<file path="src/rtl/scan_capture.sv">
// Rebuilds a 4-digit frame by sampling a multiplexed 7-segment display bus.
// Define SCAN_CAPTURE_DP_EN to capture and report the decimal points.
module scan_capture #(
    parameter int STABLE_CYC = 4,
    parameter int FRAME_TO   = 4096
) (
    input  logic        clk,
    input  logic        rst_n,
    input  logic [3:0]  select,
    input  logic [6:0]  seg_in,
    input  logic        dp_in,
    output logic [15:0] digits,
    output logic [3:0]  dp_flags,
    output logic        frame_valid,
    output logic        seg_err,
    output logic        sel_err
);

`ifdef SCAN_CAPTURE_DP_EN
    localparam int IW = 12;
`else
    localparam int IW = 11;
`endif
    localparam logic [IW-1:0] SYNC_RST = {4'hF, {(IW-4){1'b0}}};

    typedef enum logic [1:0] {S_WAIT, S_SETTLE, S_HOLD} state_t;

    logic [1:0]    r_rst_sync;
    logic          w_rst_n;
    logic [IW-1:0] w_in;
    logic [IW-1:0] r_sync1;
    logic [IW-1:0] r_sync2;
    logic [IW-1:0] r_prev;
    logic          w_chg;
    logic [3:0]    w_sel;
    logic [6:0]    w_seg;
    logic [3:0]    w_val;
    logic          w_seg_ok;
    logic [1:0]    w_idx;
    logic          w_sel_ok;
    logic          w_take;
    logic          w_valid;
    logic [3:0]    w_seen_nxt;
    logic [15:0]   w_shadow_nxt;
    state_t        r_state;
    logic [7:0]    r_cnt;
    logic [15:0]   r_to_cnt;
    logic [3:0]    r_seen;
    logic [15:0]   r_shadow;
    logic [15:0]   r_digits;
    logic          r_frame_valid;
    logic          r_seg_err;
    logic          r_sel_err;

    // Assert asynchronously, release only after two clean clock edges
    always_ff @(posedge clk or negedge rst_n) begin
        if (!rst_n) r_rst_sync <= 2'b00;
        else        r_rst_sync <= {r_rst_sync[0], 1'b1};
    end
    assign w_rst_n = r_rst_sync[1];

`ifdef SCAN_CAPTURE_DP_EN
    assign w_in = {select, seg_in, dp_in};
`else
    assign w_in = {select, seg_in};
`endif

    always_ff @(posedge clk or negedge w_rst_n) begin
        if (!w_rst_n) begin
            r_sync1 <= SYNC_RST;
            r_sync2 <= SYNC_RST;
            r_prev  <= SYNC_RST;
        end else begin
            r_sync1 <= w_in;
            r_sync2 <= r_sync1;
            r_prev  <= r_sync2;
        end
    end

    assign w_chg = (r_sync2 != r_prev);
    assign w_sel = r_sync2[IW-1 -: 4];
    assign w_seg = r_sync2[IW-5 -: 7];

    always_comb begin
        w_val    = 4'h0;
        w_seg_ok = 1'b1;
        case (w_seg)
            7'h7E:   w_val = 4'h0;
            7'h30:   w_val = 4'h1;
            7'h6D:   w_val = 4'h2;
            7'h79:   w_val = 4'h3;
            7'h33:   w_val = 4'h4;
            7'h5B:   w_val = 4'h5;
            7'h5F:   w_val = 4'h6;
            7'h70:   w_val = 4'h7;
            7'h7F:   w_val = 4'h8;
            7'h7B:   w_val = 4'h9;
            7'h77:   w_val = 4'hA;
            7'h1F:   w_val = 4'hB;
            7'h4E:   w_val = 4'hC;
            7'h3D:   w_val = 4'hD;
            7'h4F:   w_val = 4'hE;
            7'h47:   w_val = 4'hF;
            7'h00:   w_val = 4'h0;
            default: w_seg_ok = 1'b0;
        endcase
    end

    always_comb begin
        w_idx    = 2'd0;
        w_sel_ok = 1'b1;
        case (w_sel)
            4'b1110: w_idx = 2'd0;
            4'b1101: w_idx = 2'd1;
            4'b1011: w_idx = 2'd2;
            4'b0111: w_idx = 2'd3;
            default: w_sel_ok = 1'b0;
        endcase
    end

    // Counter reaches STABLE_CYC-1 on this cycle's increment
    assign w_take  = (r_state == S_SETTLE) && !w_chg
                   && (r_cnt == 8'(STABLE_CYC - 2));
    assign w_valid = w_take && w_sel_ok && w_seg_ok;
    assign w_seen_nxt = r_seen | (4'b0001 << w_idx);

    always_comb begin
        w_shadow_nxt = r_shadow;
        w_shadow_nxt[{w_idx, 2'b00} +: 4] = w_val;
    end

    always_ff @(posedge clk or negedge w_rst_n) begin
        if (!w_rst_n) begin
            r_state <= S_WAIT;
            r_cnt   <= 8'd0;
        end else begin
            unique case (r_state)
                S_WAIT, S_HOLD: begin
                    if (w_chg) begin
                        r_state <= S_SETTLE;
                        r_cnt   <= 8'd0;
                    end
                end
                S_SETTLE: begin
                    if (w_chg) begin
                        r_cnt <= 8'd0;
                    end else if (w_take) begin
                        r_state <= S_HOLD;
                        r_cnt   <= 8'd0;
                    end else begin
                        r_cnt <= r_cnt + 8'd1;
                    end
                end
                default: r_state <= S_WAIT;
            endcase
        end
    end

    always_ff @(posedge clk or negedge w_rst_n) begin
        if (!w_rst_n) begin
            r_to_cnt      <= 16'd0;
            r_seen        <= 4'd0;
            r_shadow      <= 16'd0;
            r_digits      <= 16'd0;
            r_frame_valid <= 1'b0;
            r_seg_err     <= 1'b0;
            r_sel_err     <= 1'b0;
        end else begin
            r_frame_valid <= 1'b0;
            r_seg_err     <= 1'b0;
            r_sel_err     <= 1'b0;
            if (w_take && !w_sel_ok)
                r_sel_err <= 1'b1;
            else if (w_take && !w_seg_ok)
                r_seg_err <= 1'b1;
            if (w_valid) begin
                r_to_cnt <= 16'd0;
                r_shadow <= w_shadow_nxt;
                if (&w_seen_nxt) begin
                    r_seen        <= 4'd0;
                    r_digits      <= w_shadow_nxt;
                    r_frame_valid <= 1'b1;
                end else begin
                    r_seen <= w_seen_nxt;
                end
            end else if (r_to_cnt == 16'(FRAME_TO - 1)) begin
                r_to_cnt <= 16'(FRAME_TO);
                r_seen   <= 4'd0;
            end else if (r_to_cnt != 16'(FRAME_TO)) begin
                r_to_cnt <= r_to_cnt + 16'd1;
            end
        end
    end

`ifdef SCAN_CAPTURE_DP_EN
    logic [3:0] r_dp_sh;
    logic [3:0] r_dp_flags;
    logic [3:0] w_dp_nxt;

    always_comb begin
        w_dp_nxt        = r_dp_sh;
        w_dp_nxt[w_idx] = r_sync2[0];
    end

    always_ff @(posedge clk or negedge w_rst_n) begin
        if (!w_rst_n) begin
            r_dp_sh    <= 4'd0;
            r_dp_flags <= 4'd0;
        end else if (w_valid) begin
            r_dp_sh <= w_dp_nxt;
            if (&w_seen_nxt) r_dp_flags <= w_dp_nxt;
        end
    end
    assign dp_flags = r_dp_flags;
`else
    logic w_unused_dp;
    assign w_unused_dp = dp_in;
    assign dp_flags    = 4'b0000;
`endif

    assign digits      = r_digits;
    assign frame_valid = r_frame_valid;
    assign seg_err     = r_seg_err;
    assign sel_err     = r_sel_err;

endmodule

</file>
<file path="config.mk">
export PLATFORM = sky130hd
export DESIGN_NAME = scan_capture
export DESIGN_NICKNAME = d
export VERILOG_FILES = /design/src/rtl/scan_capture.sv
export SDC_FILE = /design/constraint.sdc
export NUM_CORES = 1
export LEC_CHECK = 0
export BUFFER_PORTS_ARGS = -buffer_cell sky130_fd_sc_hd__buf_2
export CORE_MARGIN = 1.5
export CORE_UTILIZATION = 33
export DETAILED_ROUTE_END_ITERATION = 7
export GPL_TIMING_DRIVEN = 0
export SLEW_MARGIN = 0
export SYNTH_ARGS = -nofsm -noshare
export SYNTH_HDL_FRONTEND = slang
export SYNTH_SLANG_ARGS = --single-unit
</file>
<file path="constraint.sdc">
create_clock -name clk -period 3.55 [get_ports clk]
set_input_delay 0.71 -clock clk [delete_from_list [all_inputs] [get_ports clk]]
set_output_delay 0.71 -clock clk [all_outputs]
set_load 0.02 [all_outputs]
</file>
### Word-level counts from Yosys, hierarchy flattened

Cells that the tools add are included.
W data, S select, Z words.

| storage, ports and cells | value |
|---|---|
| logic and storage cells | 94 |
| input bits | 14 |
| output and inout bits | 23 |
| register bits | 100 |

| operators by class | value |
|---|---|
| equality and inequality tests | 29 |
| multiplexer cells | 24 |
| add/subtract/negate cells | 3 |
| reductions and logical operators | 21 |
| shift operators | 3 |
| bitwise operators | 1 |

Operators with widths:

| cell | count |
|---|---|
| $eq A7 B7 Y1 const B | 12 |
| $pmux W4 S15 | 1 |
| $mux W16 | 3 |
| $mux W8 | 3 |
| $eq A7 B6 Y1 const B | 3 |
| $reduce_or A17 Y1 | 1 |
| $add A16 B1 Y16 const B | 1 |
| $bwmux W16 | 1 |
| $eq A16 B12 Y1 const B | 1 |
| $ne A16 B13 Y1 const B | 1 |
| $pmux W8 S2 | 1 |
| $shift A4 B6 Y16 const A | 1 |
| $shiftx A4 B6 Y16 | 1 |
| $eq A4 B4 Y1 const B | 3 |
| $mux W4 | 3 |
| $ne A11 B11 Y1 | 1 |
| $add A8 B1 Y8 const B | 1 |
| $eq A8 B2 Y1 const B | 1 |
| $eq A7 B5 Y1 const B | 1 |
| $logic_not A7 Y1 | 1 |
| $mux W1 | 7 |
| $logic_and A1 B1 Y1 | 6 |
| $mux W2 | 3 |
| $ne A2 B2 Y1 const B | 3 |
| 18 further kinds | 21 |

### Depth between registers and ports, before layout

| logic depth | value |
|---|---|
| depth in word-level cells | 7 |
| depth in mapped cells | 10 |
| mapped depth without buffers | 8 |

### Worst setup path before layout

OpenSTA, ideal clock, no wires.

| timing | value |
|---|---|
| kind | flip-flop to flip-flop |
| from | reg r_sync2[10] |
| to | reg r_digits[10], in the netlist digits[10] |
| clock period less this slack | 2.497 ns |
| required time | 3.425 ns |
| arrival | 2.372 ns |
| stages on the path, launching flop included | 9 |
| path buffers | 2 |
| path slack | 1.053 ns |
| library setup time | 0.125 ns |
| cell sequence | dfstp_2 xor2_1 nand3_1 ha_1 clkbuf_1 o221ai_1 nand3b_4 buf_6 mux2_4 |

| on the way | value |
|---|---|
| longest elaborated chain between the ends | 7 |
| elaborated cells on any way between the ends | 20 |
| those cells by class | 1 x add/sub; 5 x eq/ne; 3 x shift; 3 x mux; 1 x bitwise; 7 x reduce/logical |

RTL lines:

| what | line | source |
|---|---|---|
| from (decl) | 32 | `logic [IW-1:0] r_sync2;` |
| from (signal assigned) | 75 | `r_sync2 <= r_sync1;` |
| parallel branches: the longest is 7 deep, another holds $neg A4 Y6 | n/a |  |
| to (signal assigned) | 181 | `r_digits <= w_shadow_nxt;` |
| to (decl) | 50 | `logic [15:0] r_digits;` |

Several ways; the timed one is not identified.
A chain may end at the register's enable or synchronous reset.

### Final worst setup path

| timing | value |
|---|---|
| from | reg r_sync2[10] |
| to | reg r_digits[13], in the netlist digits[13] |

The elaborated chain is that of the path after synthesis.

==> results.md <==
* Status: complete, no violations
* Chip height at 122.2 um
* First-pass GRT wire length at 14680 um
* Worst setup EP type: flop
* Ports at 37
* Gpl congestion at 0.8275
* Starting Density at 33.79%
* # diodes at 0
* Syn. warnings at 0
* Async S/R FF share, synth at 100.0%
* Reg2reg path depth at 8
* # DRC at 0
* Max IR drop VDD at 0.4209 mV
* Clock latency on the worst-skew pair at roughly 0.35 ns
* Post-CTS setup buffers at 0
* CP required at 3.79 ns
* Max cap viols at 0
* Final Cell Area at 5438 um2
* Crit-path max FO at 10
* Slew headroom at 43.38%
* Crit path DAT at 3.18 ns
* Port Buffers at 31
* Reg clk slew, reported paths at 0.06 ns
* Site row count at 43
* Area leader, netlist: dfrtp_1
* Final min period at 2.942 ns
* Critical Path Start: r_sync2[10]
* Top cells by area, synth: dfrtp_1, dfstp_2, mux2_2, xor2_1, mux2_4
* CTS Buf Count at 9
* GRT overflow at 0
* Setup violators final at 0
* Clock Tree Buf Depth at 2
* Setup crit start kind: flop
* Pwr per Cell Area at 431.6 nW/um2
* EDFF count, synth at 0
* Hold-fix buffers, CTS at 0
* Post-cts sizing count at 0
* Die footprint at 14940 um2
* DR vias at 3082
* Routed Antenna Nets at 0
* Gr usage total at 12.62%
* Post-synth top area share at 46.95%
* Drt wl/cell at 13.28 um
* RR Startpoint: r_sync2[10]
* Antenna violations before repair at 0
* RSZ-0062 raised after global routing: no
* Vias in the first global route at roughly 3100
* Area Overhead vs Synth at 15.92%
* Post-synthesis sequential area ratio at 53.67%
* Worst Tran Pin Value at roughly 0.84 ns
* Pre-Repair DR Iteration Count at 4
* Post-detailed-placement half-perimeter wirelength at 5990 um
* Largest net degree at the start of global routing at 54
* Yosys reg bits at 100
* Final hold viol count at 0
* Hold WC Path Type: primary input to async pin
* Cell count after synthesis at 402
* Synth top cells by count: dfrtp_1, inv_1, nor2_1, mux2_2, xor2_1
* Average cell area after synthesis at between 10 and 15 um2
* Drt total wl at around 8400 um
* Clk_skew at 0.005379 ns
* Most common cell in the netlist: dfrtp_1
* Initial drt markers at 115
* TritonCTS Sinks at 100
* Via density per instance at 4.869
* Fmax at 339.9 MHz
* CTS tree: built
* Top_reg_cell synth: dfrtp_1
* Nets at 470
* WS Path Type: flop to flop
* CTS Root Cell: clkbuf_16
* Layout cells sized above 1 at 27.15%
* Max-slew violations at 0
* Final worst-path cycle share at 82.88%
* Cell Area, Placed at 5114 um2
* Mapped cell area at 4691 um2
* Synth unique cells at 59
* Die W at 122.2 um
* H-tree depth at 3
* Core footprint at roughly 14000 um2
* Pleak at 2.580 nW
* Setup TNS at 0 ns
-- power breakdown --
| part | total (mW) | internal (mW) | switching [mW] |
|---|---|---|---|
| registers | 1.19 | 1.17 | 0.0242 |
| clock network | 1.05 | 0.621 | 0.432 |
| logic | 0.104 | 0.0396 | 0.0648 |
-- placed cells by master, fill, tap and decap left out, types with 4 or more instances in the layout --
| master | count |
|---|---|
| inv_1 | 24 |
| xnor2_1 | 9 |
| and3_1 | 9 |
| mux2_2 | 23 |
| nor4_1 | 4 |
| clkbuf_1 | 5 |
| dfrtp_1 | 87 |
| xor2_1 | 21 |
| o21ai_0 | 12 |
| a21oi_1 | 12 |
| nor2_1 | 24 |
| conb_1 | 5 |
| buf_2 | 36 |
| nor3_1 | 5 |
| dfstp_2 | 12 |
| mux2_4 | 10 |
| a41oi_1 | 4 |
| nand3_1 | 19 |
| nand4_1 | 5 |
| clkbuf_16 | 9 |
| nor3b_1 | 4 |
| a21o_1 | 6 |
| buf_4 | 7 |
| ha_1 | 8 |
| nand2_1 | 13 |
| o22ai_1 | 17 |
-- routing by layer --
metal / up-vias / wire length, um / GRT usage [%]
met4: 0 / 180 / 5.451
met5: - / 0 / 0
met3: 13 / 330 / 3.346
met1: 1505 / 3861 / 15.59
met2: 50 / 4035 / 20.84
li1: 1514 / - / -
-- cells by family after synthesis --
group,after synthesis,synth area share [%]
AOI/OAI and AO/OA,65,9.443
and+or+nand+nor,121,15.82
xor gates and xnor gates,30,5.602
adders and majority gates,8,2.134
buffers and inverters,43,4.455
other,2,0.1601
muxes,33,8.722
DFF,100,53.67
-- cell type report --
cell class,count,area [um2]
buffer,19,118.9
clock buffer,9,225.2
clock inverter,7,98.84
fill,1335,8443
inverter,24,90.09
multi-input combinational,262,1976
sequential,100,2521
tap,180,225.2
timing repair buffer,32,182.7
-- flip-flops by register name (all words and copies together), names as in the netlist --
signal       count
r_rst_sync       2
r_prev          11
seg_err          1
frame_valid      1
digits          16
r_cnt            8
sel_err          1
r_state          2
r_sync1         11
r_shadow        16
r_to_cnt        16
r_sync2         11
r_seen           4
-- metrics by stage --
step	utilization (%)	power, mW	setup WS [ns]	hold WS, ns	instances
finish	39.17	2.347	0.6077	0.1306	633
global route	39.17	2.439	0.3589	0.1220	633
CTS	39.17	2.386	0.5742	0.1135	633
detailed placement	36.84	1.318	0.6025	0.3347	617
global placement	36.61	1.311	-0.4872	0.3327	616
floorplan	-	1.282	0.5791	0.3312	405
-- critical path, cell delays in order (launching register included) --
cell and delay [ns]:
dfstp_2 0.60, xor2_1 0.15, nand3_1 0.24, ha_1 0.28, clkbuf_1 0.20, o221ai_1 0.54
nand3b_4 0.31, buf_6 0.20, mux2_4 0.31
-- final timing paths --
| kind | end | slack (ns) |
|---|---|---|
| max | digits[13] | 0.61 |
| min | r_rst_sync[1] | 0.13 |
| max reg2reg | digits[13] | 0.61 |
| min reg2reg | r_shadow[1] | 0.35 |
| max in group asynchronous | r_prev[7] | 2.50 |
| min in group clk | r_sync2[0] | 0.35 |
No activity file was read; power rests on OpenSTA's default activity.
